### src/rtl/sram_port_arbiter_if.sv
// Requester and SRAM signal bundle for the two-port SRAM arbiter.
// slave = arbiter side, master = requesters plus SRAM model side.
interface sram_port_arbiter_if #(
  parameter int ADDR_WIDTH = 32,
  parameter int DATA_WIDTH = 32
);
  logic                    req0, we0, lock0;
  logic [ADDR_WIDTH-1:0]   addr0;
  logic [DATA_WIDTH-1:0]   wdata0;
  logic [DATA_WIDTH/8-1:0] wstrb0;
  logic                    gnt0, rvalid0;
  logic [DATA_WIDTH-1:0]   rdata0;

  logic                    req1, we1, lock1;
  logic [ADDR_WIDTH-1:0]   addr1;
  logic [DATA_WIDTH-1:0]   wdata1;
  logic [DATA_WIDTH/8-1:0] wstrb1;
  logic                    gnt1, rvalid1;
  logic [DATA_WIDTH-1:0]   rdata1;

  logic [ADDR_WIDTH-1:0]   ram_raddr, ram_waddr;
  logic                    ram_ren;
  logic [DATA_WIDTH-1:0]   ram_rdata, ram_wdata;
  logic [DATA_WIDTH/8-1:0] ram_wen;

  modport slave (
    input  req0, we0, lock0, addr0, wdata0, wstrb0,
    output gnt0, rvalid0, rdata0,
    input  req1, we1, lock1, addr1, wdata1, wstrb1,
    output gnt1, rvalid1, rdata1,
    output ram_raddr, ram_ren, ram_waddr, ram_wdata, ram_wen,
    input  ram_rdata
  );

  modport master (
    output req0, we0, lock0, addr0, wdata0, wstrb0,
    input  gnt0, rvalid0, rdata0,
    output req1, we1, lock1, addr1, wdata1, wstrb1,
    input  gnt1, rvalid1, rdata1,
    input  ram_raddr, ram_ren, ram_waddr, ram_wdata, ram_wen,
    output ram_rdata
  );
endinterface

### src/rtl/sram_port_arbiter.sv
// Round-robin arbiter with bounded lock sharing one SRAM read/write port pair between two requesters.
// Grant is combinational (same cycle), read data returns 1 cycle later; SRAM_ARB_PERF_EN adds perf counters.
module sram_port_arbiter #(
  parameter int ADDR_WIDTH = 32,
  parameter int DATA_WIDTH = 32,
  parameter int MAX_HOLD   = 8
) (
  input  logic                  clk,
  input  logic                  resetn,
  sram_port_arbiter_if.slave    bus
`ifdef SRAM_ARB_PERF_EN
  ,
  input  logic                  perf_clr,
  output logic [31:0]           perf_gnt0,
  output logic [31:0]           perf_gnt1,
  output logic [31:0]           perf_stall
`endif
);
  localparam int             SW         = DATA_WIDTH / 8;
  localparam logic [7:0]     MAX_HOLD_C = 8'(MAX_HOLD);

  logic                  last_owner, locked, rd_pend, rd_id;
  logic [7:0]            hold_cnt;
  logic [ADDR_WIDTH-1:0] raddr_q, waddr_q;
  logic [DATA_WIDTH-1:0] wdata_q;

  logic                  any_gnt, gsel, g_we, g_lock, rd_gnt, wr_gnt;
  logic [ADDR_WIDTH-1:0] g_addr;
  logic [DATA_WIDTH-1:0] g_wdata;
  logic [SW-1:0]         g_wstrb;

  always_comb begin
    any_gnt = 1'b0;
    gsel    = 1'b0;
    if (!resetn) begin
      if (bus.req0 && bus.req1) begin
        any_gnt = 1'b1;
        gsel    = (locked && (hold_cnt < MAX_HOLD_C)) ? last_owner : ~last_owner;
      end else if (bus.req0) begin
        any_gnt = 1'b1;
        gsel    = 1'b0;
      end else if (bus.req1) begin
        any_gnt = 1'b1;
        gsel    = 1'b1;
      end
    end
  end

  assign g_we    = gsel ? bus.we1    : bus.we0;
  assign g_lock  = gsel ? bus.lock1  : bus.lock0;
  assign g_addr  = gsel ? bus.addr1  : bus.addr0;
  assign g_wdata = gsel ? bus.wdata1 : bus.wdata0;
  assign g_wstrb = gsel ? bus.wstrb1 : bus.wstrb0;
  assign rd_gnt  = any_gnt && !g_we;
  assign wr_gnt  = any_gnt && g_we;

  assign bus.gnt0 = any_gnt && !gsel;
  assign bus.gnt1 = any_gnt && gsel;

  // Idle cycles present the last address/data so the SRAM pins do not toggle.
  assign bus.ram_ren   = rd_gnt;
  assign bus.ram_raddr = rd_gnt ? g_addr : raddr_q;
  assign bus.ram_wen   = wr_gnt ? g_wstrb : '0;
  assign bus.ram_waddr = wr_gnt ? g_addr : waddr_q;
  assign bus.ram_wdata = wr_gnt ? g_wdata : wdata_q;

  assign bus.rvalid0 = rd_pend && !rd_id;
  assign bus.rvalid1 = rd_pend && rd_id;
  assign bus.rdata0  = bus.rvalid0 ? bus.ram_rdata : '0;
  assign bus.rdata1  = bus.rvalid1 ? bus.ram_rdata : '0;

  always_ff @(posedge clk or posedge resetn) begin
    if (resetn) begin
      last_owner <= 1'b1;
      locked     <= 1'b0;
      hold_cnt   <= 8'd0;
      rd_pend    <= 1'b0;
      rd_id      <= 1'b0;
      raddr_q    <= '0;
      waddr_q    <= '0;
      wdata_q    <= '0;
    end else begin
      rd_pend <= rd_gnt;
      if (rd_gnt) begin
        rd_id   <= gsel;
        raddr_q <= g_addr;
      end
      if (wr_gnt) begin
        waddr_q <= g_addr;
        wdata_q <= g_wdata;
      end
      if (any_gnt) begin
        last_owner <= gsel;
        locked     <= g_lock;
        if ((gsel == last_owner) && locked)
          hold_cnt <= (hold_cnt == 8'hFF) ? hold_cnt : hold_cnt + 8'd1;
        else
          hold_cnt <= 8'd1;
      end else begin
        locked <= 1'b0;
      end
    end
  end

`ifdef SRAM_ARB_PERF_EN
  logic stall;
  assign stall = bus.req0 && bus.req1 && !resetn;

  always_ff @(posedge clk or posedge resetn) begin
    if (resetn) begin
      perf_gnt0  <= 32'd0;
      perf_gnt1  <= 32'd0;
      perf_stall <= 32'd0;
    end else if (perf_clr) begin
      perf_gnt0  <= 32'd0;
      perf_gnt1  <= 32'd0;
      perf_stall <= 32'd0;
    end else begin
      if (bus.gnt0 && (perf_gnt0 != 32'hFFFF_FFFF))  perf_gnt0  <= perf_gnt0 + 32'd1;
      if (bus.gnt1 && (perf_gnt1 != 32'hFFFF_FFFF))  perf_gnt1  <= perf_gnt1 + 32'd1;
      if (stall && (perf_stall != 32'hFFFF_FFFF))    perf_stall <= perf_stall + 32'd1;
    end
  end
`endif
endmodule
### src/flat_wrapper.sv
// flat-port wrapper written by rule: the top's interface ports become plain ports
module sram_port_arbiter_flat 
#(
  parameter int ADDR_WIDTH = 32,
  parameter int DATA_WIDTH = 32,
  parameter int MAX_HOLD   = 8
)
  (clk, resetn, bus_req0, bus_we0, bus_lock0, bus_addr0, bus_wdata0, bus_wstrb0, bus_gnt0, bus_rvalid0, bus_rdata0, bus_req1, bus_we1, bus_lock1, bus_addr1, bus_wdata1, bus_wstrb1, bus_gnt1, bus_rvalid1, bus_rdata1, bus_ram_raddr, bus_ram_ren, bus_ram_waddr, bus_ram_wdata, bus_ram_wen, bus_ram_rdata);
  sram_port_arbiter_if #(.ADDR_WIDTH(ADDR_WIDTH), .DATA_WIDTH(DATA_WIDTH)) bus_i ();
  input  logic clk;
  input  logic resetn;
  input wire logic [$bits(bus_i.req0)-1:0] bus_req0;
  input wire logic [$bits(bus_i.we0)-1:0] bus_we0;
  input wire logic [$bits(bus_i.lock0)-1:0] bus_lock0;
  input wire logic [$bits(bus_i.addr0)-1:0] bus_addr0;
  input wire logic [$bits(bus_i.wdata0)-1:0] bus_wdata0;
  input wire logic [$bits(bus_i.wstrb0)-1:0] bus_wstrb0;
  output wire logic [$bits(bus_i.gnt0)-1:0] bus_gnt0;
  output wire logic [$bits(bus_i.rvalid0)-1:0] bus_rvalid0;
  output wire logic [$bits(bus_i.rdata0)-1:0] bus_rdata0;
  input wire logic [$bits(bus_i.req1)-1:0] bus_req1;
  input wire logic [$bits(bus_i.we1)-1:0] bus_we1;
  input wire logic [$bits(bus_i.lock1)-1:0] bus_lock1;
  input wire logic [$bits(bus_i.addr1)-1:0] bus_addr1;
  input wire logic [$bits(bus_i.wdata1)-1:0] bus_wdata1;
  input wire logic [$bits(bus_i.wstrb1)-1:0] bus_wstrb1;
  output wire logic [$bits(bus_i.gnt1)-1:0] bus_gnt1;
  output wire logic [$bits(bus_i.rvalid1)-1:0] bus_rvalid1;
  output wire logic [$bits(bus_i.rdata1)-1:0] bus_rdata1;
  output wire logic [$bits(bus_i.ram_raddr)-1:0] bus_ram_raddr;
  output wire logic [$bits(bus_i.ram_ren)-1:0] bus_ram_ren;
  output wire logic [$bits(bus_i.ram_waddr)-1:0] bus_ram_waddr;
  output wire logic [$bits(bus_i.ram_wdata)-1:0] bus_ram_wdata;
  output wire logic [$bits(bus_i.ram_wen)-1:0] bus_ram_wen;
  input wire logic [$bits(bus_i.ram_rdata)-1:0] bus_ram_rdata;
  assign bus_i.req0 = bus_req0;
  assign bus_i.we0 = bus_we0;
  assign bus_i.lock0 = bus_lock0;
  assign bus_i.addr0 = bus_addr0;
  assign bus_i.wdata0 = bus_wdata0;
  assign bus_i.wstrb0 = bus_wstrb0;
  assign bus_gnt0 = bus_i.gnt0;
  assign bus_rvalid0 = bus_i.rvalid0;
  assign bus_rdata0 = bus_i.rdata0;
  assign bus_i.req1 = bus_req1;
  assign bus_i.we1 = bus_we1;
  assign bus_i.lock1 = bus_lock1;
  assign bus_i.addr1 = bus_addr1;
  assign bus_i.wdata1 = bus_wdata1;
  assign bus_i.wstrb1 = bus_wstrb1;
  assign bus_gnt1 = bus_i.gnt1;
  assign bus_rvalid1 = bus_i.rvalid1;
  assign bus_rdata1 = bus_i.rdata1;
  assign bus_ram_raddr = bus_i.ram_raddr;
  assign bus_ram_ren = bus_i.ram_ren;
  assign bus_ram_waddr = bus_i.ram_waddr;
  assign bus_ram_wdata = bus_i.ram_wdata;
  assign bus_ram_wen = bus_i.ram_wen;
  assign bus_i.ram_rdata = bus_ram_rdata;
  sram_port_arbiter #(.ADDR_WIDTH(ADDR_WIDTH), .DATA_WIDTH(DATA_WIDTH), .MAX_HOLD(MAX_HOLD)) u_core (.clk(clk), .resetn(resetn), .bus(bus_i));
endmodule
### config.mk
export PLATFORM = sky130hd
export DESIGN_NAME = sram_port_arbiter_flat
export DESIGN_NICKNAME = d
export VERILOG_FILES = /design/src/rtl/sram_port_arbiter_if.sv /design/src/rtl/sram_port_arbiter.sv /design/src/flat_wrapper.sv
export SDC_FILE = /design/constraint.sdc
export NUM_CORES = 1
export LEC_CHECK = 0
export CELL_PAD_IN_SITES_DETAIL_PLACEMENT = 0
export CELL_PAD_IN_SITES_GLOBAL_PLACEMENT = 1
export CORE_ASPECT_RATIO = 0.7
export CORE_UTILIZATION = 26
export CTS_CLUSTER_SIZE = 28
export DETAILED_ROUTE_END_ITERATION = 10
export GPL_TIMING_DRIVEN = 0
export PLACE_DENSITY_LB_ADDON = 0.1
export SLEW_MARGIN = 10
export SYNTH_ARGS = -nofsm -noshare
export SYNTH_HDL_FRONTEND = slang
export SYNTH_SLANG_ARGS = --single-unit
export TNS_END_PERCENT = 30
### constraint.sdc
create_clock -name clk -period 6.5 [get_ports clk]
set_clock_uncertainty 0.1 [all_clocks]
set_input_delay 1.3 -clock clk [delete_from_list [all_inputs] [get_ports clk]]
set_output_delay 1.3 -clock clk [all_outputs]
set_load 0.005 [all_outputs]
==> flow_summary_export.csv, run 1 <==
group,metric,value,unit
final_layout,area_delta_synth_final,62.6,%
drt,viasPerCell,5.24,
pwr,combPwrFrac,41.4,%
final_layout,drive_above_1_share,9.85,%
pwr,internal_power,1.68,mW
grt,grt_most_used_layer,"met1",
hold_path,hold_path_class,"reg -> reg",
setup_path,cp.arrival,5.06,ns
drt,drt_wl_total,32.2,mm
pwr,clockPowerShare,24.4,%
pwr,swShare,32.7,%
pwr,p_per_area,224,mW/mm^2
drt,drc,0,
drt,wl_per_cell,22.0,um
pwr,max-vdd-ir-drop,0.154,mV
final_layout,antennaDiodeCount,0,
synth,ys.flop_type,"dfrtp_1",
synth,synthesis.area,0.00688,sq mm
pwr,p_sw,0.818,mW
place,place_ws,-0.325,ns
clocking,clk_latency,0.36,ns
grt,met2_usage,33.0,%
clocking,htree_levels,3,
drt,antenna_left,0,
floorplanning,design.core.area,0.0258,sq mm
setup_path,start_kind,"input port",
sta,worst_pin_slew,0.778,ns
grt,use_met1,35.8,%
pwr,p_leak,4.34,nW
pwr,sequentialPowerShare,34.2,%
synth,async_reset_ff_share,100,%
floorplanning,die_h,138,um
place,port_buffers,344,
floorplanning,start_util,26.6,%
clocking,clock-sinks,108,
synth,synth_edf_count,0,
grt,grt_max_degree,35,
clocking,ctsHoldBuffers,0,
synth,syn_inst,742,
synth,syn_avg_cell_area,9.27,sq um
grt,grt_antenna_before_repair,2,
clocking,clock_path_buffers,2,
synth,syn-num-nets,919,
sta,drv_slew,0,
setup_path,path_class,"in -> out",
sta,finalSetupViolCount,0,
setup_path,path_max_fanout,19,
final_layout,nNetsFinal,1279,
sta,fin_crit_sh,99.3,%
synth,ys_types,44,
synth,ys_seq_elements,108,
floorplanning,rows,49,
clocking,cts_buffers,9,
flow_run,drv_cap,0,
sta,rsz0062_at_grt,"yes",
status,status,"finished clean",
synth,yosysWarningCount,0,
grt,grt_use_total,23.4,%
floorplanning,ios,345,
drt,vias,7673,
sta,fin_ws,0.0450,ns
drt,drt-initial-drc-count,505,
clocking,cts_root_buf,"clkbuf_16",
place,place.gp.congestion,0.814,
sta,fin_crit,6.46,ns
grt,grt_first_pass_wirelength,48.6,mm
sta,relSlewSlack,48.1,%
sta,fmax,155,MHz
floorplanning,dieWidth,196,um
drt,drtPass1Iterations,5,
setup_path,cp.required,5.10,ns
clocking,clkTransAtPathRegs,0.08,ns
final_layout,fin_cells,1464,
grt,grt_overflow,0,
grt,use_met3,5.39,%
setup_path,crit_path_end_kind,"primary output",
clocking,cts_tree,"done",
grt,grt_pass1_vias,7666,
synth,yosysSeqAreaShare,39.3,%
place,placed_cells,1446,
final_layout,fillCellCount,2525,
floorplanning,dieArea,0.0271,sq mm
place,dp_hpwl,24.6,mm
sta,hold_viol,0,
cells in the final DEF (no fill, tap or decap), types with 13 or more instances in the layout:
cell,n
a311oi_1,36
a311oi_2,60
and2_1,33
and3_1,32
buf_2,13
clkbuf_1,74
clkdlybuf4s50_1,344
dfrtp_1,107
inv_1,103
nor4_1,192
sequential cells by signal, indices dropped and copies added (netlist names):
register           count
u_core.last_owner      1
u_core.wdata_q        32
u_core.rd_id           1
u_core.raddr_q        32
u_core.rd_pend         1
u_core.waddr_q        32
u_core.hold_cnt        8
u_core.locked          1
power by group through the flow:
stage               sequential (mW)  clock [mW]  combinational (mW)
detailed placement            0.868           0                1.03
CTS                           0.855       0.632                1.04
global placement              0.866           0                1.03
floorplan                     0.859           0               0.426
finish                        0.855       0.609                1.04
global route                  0.870       0.653                1.11
kinds of logic after synthesis:
group                      share of synthesized area (%)
AOI/OAI and AO/OA                                   21.2
DFF                                                 39.3
buffers and inverters                               11.8
adders and majority gates                          0.182
muxes                                              0.455
and+or+nand+nor                                     27.1
synth_stat cells (2+ instances only):
master | n | share of area (%)
nor4_1 | 192 | 17
dfrtp_1 | 107 | 39
inv_1 | 104 | 5.7
clkbuf_1 | 75 | 4.1
a311oi_2 | 60 | 13
a311oi_1 | 36 | 4.6
and2_1 | 33 | 3.0
and3_1 | 32 | 2.9
buf_2 | 13 | 0.95
a21oi_1 | 9 | 0.65
nand3_1 | 8 | 0.58
nor2_1 | 7 | 0.38
buf_6 | 6 | 0.98
o211ai_1 | 6 | 0.65
a31oi_1 | 5 | 0.45
nand4_1 | 5 | 0.45
nand2_1 | 4 | 0.22
o21bai_1 | 3 | 0.33
o22ai_1 | 3 | 0.27
or3_1 | 3 | 0.27
a21boi_1 | 2 | 0.22
buf_1 | 2 | 0.11
mux2i_1 | 2 | 0.29
nand2b_1 | 2 | 0.18
nand3b_1 | 2 | 0.22
nor2b_1 | 2 | 0.18
o21ai_0 | 2 | 0.15
metrics by stage:
stage / setup TNS [ns] / cell area, sq um / hold WS (ns) / util, % / power (mW)
after floorplan: 0 / 6880 / 0.412 / - / 1.28
after global placement: -291.26 / 10800 / 0.435 / 41.7 / 1.89
after detailed placement: -3.21 / 10800 / 0.441 / 42.0 / 1.90
after CTS: 0 / 11200 / 0.453 / 43.3 / 2.52
after global routing: -0.0438 / 11200 / 0.459 / 43.3 / 2.63
final: 0 / 11200 / 0.450 / 43.3 / 2.50
metal layers:
layer / share of wire, % / vias to the layer above
li1: - / 3592
met1: 50 / 3748
met2: 42 / 297
met3: 6.5 / 32
met4: 1.4 / 4
met5: 0.071 / -
critical path: stages:
cell	delay (ns)
clkdlybuf4s50_1	0.59
clkinvlp_4	0.47
o211ai_1	0.25
buf_4	0.18
clkbuf_1	0.51
clkbuf_1	0.46
nor4_1	0.09
a311oi_1	0.56
clkdlybuf4s50_1	0.64
final cells by class:
| type | count | area (sq um) | area share [%] |
|---|---|---|---|
| buffer | 96 | 424 | 3.79 |
| clock buffer | 11 | 253 | 2.26 |
| clock inverter | 5 | 66.3 | 0.593 |
| inverter | 104 | 394 | 3.53 |
| multi-input combinational | 434 | 3370 | 30.2 |
| sequential | 108 | 2700 | 24.2 |
| tap | 357 | 447 | 4.00 |
| timing repair buffer | 349 | 3520 | 31.5 |
what timing repair did:
item,4_1_cts,5_1_grt
pin swaps,1,0
gates cloned,0,0
setup endpoints to repair,29,8
buffers inserted,2,0
gates resized for setup,1,4
final timing paths:
path / slack [ns] / cells past startpoint / end / from
setup / recovery: 0.04 / 9 / bus_ram_raddr[3] / resetn
hold / removal: 0.45 / 2 / u_core.raddr_q[16]$_DFF_PP0_ / u_core.raddr_q[16]$_DFF_PP0_
setup reg to reg: 2.88 / 7 / u_core.raddr_q[30]$_DFF_PP0_ / u_core.hold_cnt[5]$_DFFE_PP0P_
hold reg to reg: 0.45 / 2 / u_core.raddr_q[16]$_DFF_PP0_ / u_core.raddr_q[16]$_DFF_PP0_
max in group asynchronous: 4.21 / 4 / u_core.raddr_q[9]$_DFF_PP0_ / resetn
min in group asynchronous: 1.32 / 2 / u_core.wdata_q[28]$_DFF_PP0_ / resetn
No activity file was read; power rests on OpenSTA's default activity.
==> run 2, diff against run 1 <==
Settings changed: CORE_UTILIZATION 26 to 32.
Clock period 6.5 ns to 7.8 ns, I/O delays scaled along.
==> run 2 against run 1 <==
- via count increased by 0.56%
- final cell count decreased by 5.8%
- hold slack improved by 0.0028 ns
- setup slack improved by 0.65 ns
- power decreased by 19%
- routed wire length decreased by 6.9%
- largest cell class unchanged
==> flow_summary_export.csv, run 2 (synthesis results as in run 1) <==
group,metric,value,unit
final_layout,utilization,52.5,%
sta,finalSetupViolCount,0,
place,dp_hpwl,22.6,mm
clocking,postCtsSetupRepairBufs,0,
final_layout,final_common_cell,"clkdlybuf4s50_1",
floorplanning,dieWidth,177,um
clocking,clock_path_buffers,2,
sta,hold_viol,0,
place,port_buffers,344,
floorplanning,die_h,125,um
pwr,p_leak,4.30,nW
clocking,htree_levels,3,
setup_path,start_kind,"input port",
final_layout,final_area,0.0110,sq mm
pwr,p_per_area,184,mW/mm^2
grt,grt_pass1_vias,7507,
clocking,clock-sinks,108,
pwr,max-vdd-ir-drop,0.105,mV
drt,wl_per_cell,21.7,um
status,status,"finished clean",
clocking,cts_root_buf,"clkbuf_16",
sta,hold_slack,0.453,ns
drt,antenna_left,0,
final_layout,mostFrequentLayoutCells,"clkdlybuf4s50_1, nor4_1, dfrtp_1",
sta,fin_ws,0.698,ns
flow_run,drv_cap,0,
sta,fin_crit_sh,91.1,%
final_layout,fin_cells,1379,
drt,drt-initial-drc-count,565,
place,post_dp_cell_area,0.0107,sq mm
setup_path,path_class,"in -> out",
final_layout,antennaDiodeCount,0,
grt,grt_first_pass_wirelength,45.5,mm
setup_path,crit_buf_inv,4,
floorplanning,design.core.area,0.0209,sq mm
sta,drv_slew,0,
sta,fin_crit,7.10,ns
drt,vias,7716,
clocking,clk_latency,0.36,ns
clocking,cts_tree,"done",
setup_path,slowest_delay,0.82,ns
floorplanning,rows,44,
final_layout,fillCellCount,2007,
setup_path,path_max_fanout,10,
place,place.gp.congestion,0.838,
setup_path,cp.arrival,5.44,ns
sta,relSlewSlack,28.7,%
grt,grt_antenna_before_repair,0,
hold_path,hold_path_class,"reg -> reg",
grt,grt_max_degree,61,
setup_path,cp.required,6.14,ns
sta,worst_pin_slew,1.04,ns
final_layout,reg_top3,"u_core.raddr_q: 32 flops, u_core.waddr_q: 32 flops, u_core.wdata_q: 32 flops",
floorplanning,start_util,32.9,%
clocking,cts_resized,0,
place,place_ws,0.777,ns
sta,rsz0062_at_grt,"no",
pwr,total_power,2.02,mW
place,placed_cells,1363,
setup_path,crit_chain,"clkdlybuf4s50_1 > nand4bb_1 > mux2i_1 > clkbuf_1 > clkbuf_1 > nor4_1 > a311oi_1 > clkdlybuf4s50_1",
clocking,cts_buffers,9,
drt,viasPerCell,5.60,
setup_path,crit_path_end_kind,"primary output",
final_layout,nNetsFinal,1275,
drt,drtPass1Iterations,4,
drt,drt_wl_total,30.0,mm
setup_path,cpLargestDelayFamily,"buffers and inverters",
grt,grt_use_total,26.9,%
drt,drc,0,
final_layout,area_delta_synth_final,59.8,%
clocking,ctsHoldBuffers,0,
sta,tns,0,ns
floorplanning,dieArea,0.0221,sq mm
setup_path,slowest_stage,"mux2i_1",
clocking,clkTransAtPathRegs,0.07,ns
floorplanning,ios,345,
sta,fmax,141,MHz
final_layout,drive_above_1_share,9.16,%
grt,grt_overflow,0,
[run 2: cell types whose count changed in the layout (fill, tap and decap cells not counted), moves of 2 or more]
cell	delta
buf_12	-3
clkinv_4	+3
clkinvlp_4	-2
buf_4	-2
clkbuf_1	+2
clkbuf_2	-2
[run 2: layout make-up]
| class | instances | area [sq um] | share of cell area [%] |
|---|---|---|---|
| plain buffers | 96 | 422 | 3.84 |
| repair buffers | 345 | 3470 | 31.6 |
| flip-flops and latches | 108 | 2700 | 24.6 |
| well taps | 276 | 345 | 3.14 |
| inverters | 104 | 395 | 3.60 |
| clock buffers | 11 | 243 | 2.21 |
| multi-input cells | 434 | 3360 | 30.6 |
| clock inverters | 5 | 46.3 | 0.421 |
[run 2: where the power goes]
group | internal [mW] | switching, mW
logic | 0.447 | 0.395
clock network | 0.231 | 0.229
registers | 0.679 | 0.0357
[run 2: final timing paths]
kind	from	endpoint	slack (ns)	depth (start not counted)
max in group asynchronous	resetn	u_core.last_owner$_DFFE_PP1P_	5.33	3
hold / removal	u_core.raddr_q[18]$_DFF_PP0_	u_core.raddr_q[18]$_DFF_PP0_	0.45	2
setup reg to reg	u_core.hold_cnt[5]$_DFFE_PP0P_	u_core.raddr_q[23]$_DFF_PP0_	3.94	7
hold reg to reg	u_core.raddr_q[18]$_DFF_PP0_	u_core.raddr_q[18]$_DFF_PP0_	0.45	2
setup / recovery	bus_req1	bus_ram_raddr[23]	0.70	8
min in group asynchronous	resetn	u_core.waddr_q[30]$_DFF_PP0_	1.58	2
[run 2: metal layers]
layer | share of wire [%] | track usage (%)
met5 | 0 | 0
met4 | 1.3 | 5.88
met3 | 8.3 | 7.23
met2 | 45 | 40.8
met1 | 46 | 38.0
[run 2: worst register-to-register path: cells and delay by family (launching register included)]
family | cells | cell delay (ns)
buffers and inverters | 3 | 1.29
flip-flops | 1 | 0.36
AND/OR/NAND/NOR | 2 | 0.54
AO/OA/AOI/OAI | 1 | 0.50
multiplexers | 1 | 0.91
==> run 3, diff against run 2 <==
--- a/config.mk
+++ b/config.mk
@@ -6,12 +6,10 @@
 export NUM_CORES = 1
 export LEC_CHECK = 0
-export CELL_PAD_IN_SITES_DETAIL_PLACEMENT = 0
-export CELL_PAD_IN_SITES_GLOBAL_PLACEMENT = 1
 export CORE_ASPECT_RATIO = 0.7
-export CORE_UTILIZATION = 32
+export CORE_UTILIZATION = 35
 export CTS_CLUSTER_SIZE = 28
 export DETAILED_ROUTE_END_ITERATION = 10
 export GPL_TIMING_DRIVEN = 0
-export PLACE_DENSITY_LB_ADDON = 0.1
+export PLACE_DENSITY = 0.71
 export SLEW_MARGIN = 10
 export SYNTH_ARGS = -nofsm -noshare
==> constraint.sdc (replaced) <==
create_clock -name clk -period 7.8 [get_ports clk]
set_clock_uncertainty 0.1 [all_clocks]
set_input_delay 1.17 -clock clk [delete_from_list [all_inputs] [get_ports clk]]
set_output_delay 1.17 -clock clk [all_outputs]
set_load 0.005 [all_outputs]
==> run 3 against run 2 <==
- sequential cell count is the same
- clock power up 2%
- sequential share of layout area is essentially flat
- via count up 1.5%
- routed wire length down 3.1%
- sequential power about the same
- first-iteration DRC count is 18% higher
- maximum frequency increased by 14%
- hold slack gained 0.0051 ns
- largest cell class unchanged
- largest power group unchanged
- highest routed layer unchanged
==> flow_summary_export.csv, run 3 (synthesis results as in run 1) <==
group,metric,value,unit
grt,grt_max_degree,65,
clocking,ctsHoldBuffers,0,
pwr,total_power,2.02,mW
final_layout,ff_latch_area,0.00270,sq mm
floorplanning,start_util,36.1,%
final_layout,drive_above_1_share,9.25,%
setup_path,cp.arrival,4.94,ns
drt,drc,0,
setup_path,crit_path_end_kind,"primary output",
clocking,cts_root_buf,"clkbuf_16",
final_layout,fillCellCount,1772,
final_layout,final_area,0.0110,sq mm
place,dp_hpwl,21.9,mm
sta,hold_viol,0,
sta,fin_crit,6.21,ns
drt,wl_per_cell,21.2,um
setup_path,reg2reg_to,"u_core.raddr_q[5]$_DFF_PP0_",
clocking,postCtsSetupRepairBufs,0,
final_layout,fin_cells,1368,
floorplanning,die_h,119,um
drt,drt-initial-drc-count,664,
floorplanning,rows,42,
drt,drtPass1Iterations,5,
setup_path,cp_num_cells,8,
floorplanning,dieArea,0.0202,sq mm
drt,met3_length,2.48,mm
pwr,p_leak,4.30,nW
final_layout,area_delta_synth_final,59.6,%
setup_path,r2r_slack,4.07,ns
place,place_ws,1.61,ns
sta,finalSetupViolCount,0,
setup_path,r2r_start,"u_core.hold_cnt[5]$_DFFE_PP0P_",
clocking,cts_resized,0,
floorplanning,ios,345,
setup_path,path_max_fanout,10,
setup_path,slowest_delay,0.88,ns
drt,wl_met1,12.6,mm
setup_path,crit_buf_inv,4,
sta,worst_pin_slew,1.12,ns
clocking,clock_path_buffers,2,
pwr,swShare,33.2,%
setup_path,cpLargestDelayFamily,"buffers and inverters",
drt,vias,7829,
setup_path,crit_chain,"clkdlybuf4s50_1 > nand4bb_1 > mux2i_1 > clkbuf_1 > clkbuf_1 > nor4_1 > a311oi_1 > clkdlybuf4s50_1",
hold_path,hp-start,"u_core.raddr_q[25]$_DFF_PP0_",
grt,grt_use_total,28.4,%
clocking,clkTransAtPathRegs,0.08,ns
place,post_dp_cell_area,0.0107,sq mm
sta,fin_ws,1.59,ns
pwr,combPwrFrac,41.6,%
pwr,max-vdd-ir-drop,0.108,mV
place,place.gp.congestion,0.877,
pwr,p_sw,0.672,mW
setup_path,cp.required,6.53,ns
status,status,"finished clean",
pwr,sequentialPowerShare,35.2,%
pwr,p_per_area,184,mW/mm^2
final_layout,mostFrequentLayoutCells,"clkdlybuf4s50_1, nor4_1, dfrtp_1",
drt,highest_layer,"met4",
setup_path,path_class,"in -> out",
clocking,cts_tree,"done",
drt,antenna_left,0,
clocking,htree_levels,3,
drt,drt_wl_total,29.0,mm
final_layout,nNetsFinal,1275,
grt,grt_first_pass_wirelength,44.4,mm
place,placed_cells,1351,
setup_path,start_kind,"input port",
grt,grt_antenna_before_repair,1,
sta,fmax,161,MHz
floorplanning,dieWidth,170,um
hold_path,hold_path_depth,2,
sta,relSlewSlack,23.4,%
flow_run,drv_cap,0,
final_layout,final_common_cell,"clkdlybuf4s50_1",
clocking,clock-sinks,108,
sta,rsz0062_at_grt,"no",
grt,grt_pass1_vias,7744,
final_layout,multi_input_area,0.00336,sq mm
hold_path,holdPathEnd,"u_core.raddr_q[25]$_DFF_PP0_",
setup_path,r2r_cells,7,
sta,fin_crit_sh,79.6,%
setup_path,slowest_stage,"mux2i_1",
drt,wl_met2,13.3,mm
final_layout,reg_top3,"u_core.raddr_q: 32 flops, u_core.waddr_q: 32 flops, u_core.wdata_q: 32 flops",
sta,drv_slew,0,
sta,hold_slack,0.458,ns
drt,viasPerCell,5.72,
clocking,clk_latency,0.36,ns
pwr,internal_power,1.35,mW
grt,grt_overflow,0,
hold_path,hold_path_class,"reg -> reg",
place,port_buffers,344,
floorplanning,design.core.area,0.0191,sq mm
pwr,clockPowerShare,23.2,%
clocking,cts_buffers,9,
-- run 3: layer usage --
metal	track usage [%]	up-vias
met4	8.39	0
met5	0	-
li1	-	3582
met2	44.2	435
met3	6.41	47
met1	39.3	3765
-- run 3: how the worst max path moves through the flow --
| stage | start | end | slack, ns |
|---|---|---|---|
| finish | bus_req1 | bus_ram_raddr[5] | 1.59 |
| global route | bus_req1 | bus_ram_raddr[5] | 1.34 |
| CTS | bus_req1 | bus_ram_raddr[5] | 1.59 |
| detailed placement | bus_req1 | bus_ram_raddr[5] | 1.61 |
| global placement | resetn | bus_ram_raddr[5] | -2.18 |
| floorplan | resetn | bus_ram_raddr[10] | 1.29 |
-- run 3: metrics by stage --
stage / TNS (ns) / utilization, %
2_1_floorplan: 0 / -
3_3_place_gp: -205.13 / 55.8
3_5_place_dp: 0 / 56.0
4_1_cts: 0 / 57.5
5_1_grt: 0 / 57.6
6_report: 0 / 57.6
-- run 3: worst reg2reg max path, cell delays in order, from the launching register on --
cell      delay (ns)
dfrtp_1         0.36
buf_2           0.16
nor4b_4         0.42
mux2i_1         0.96
clkbuf_1        0.52
clkbuf_1        0.46
nor4_1          0.10
a311oi_1        0.48
-- run 3: power groups by stage --
stage          registers, mW  logic, mW  clock network, mW
6_report               0.713      0.842              0.470
5_1_grt                0.726      0.904              0.493
2_1_floorplan          0.715      0.355                  0
3_3_place_gp           0.722      0.826                  0
3_5_place_dp           0.724      0.833                  0
4_1_cts                0.713      0.840              0.476
-- run 3: cell type report --
type                       count  area share [%]
clock buffer                   9            2.05
timing repair buffer         345            31.6
tap                          264            3.01
buffer                        96            3.84
sequential                   108            24.6
inverter                     104            3.60
multi-input combinational    434            30.6
antenna                        1          0.0228
clock inverter                 7           0.615
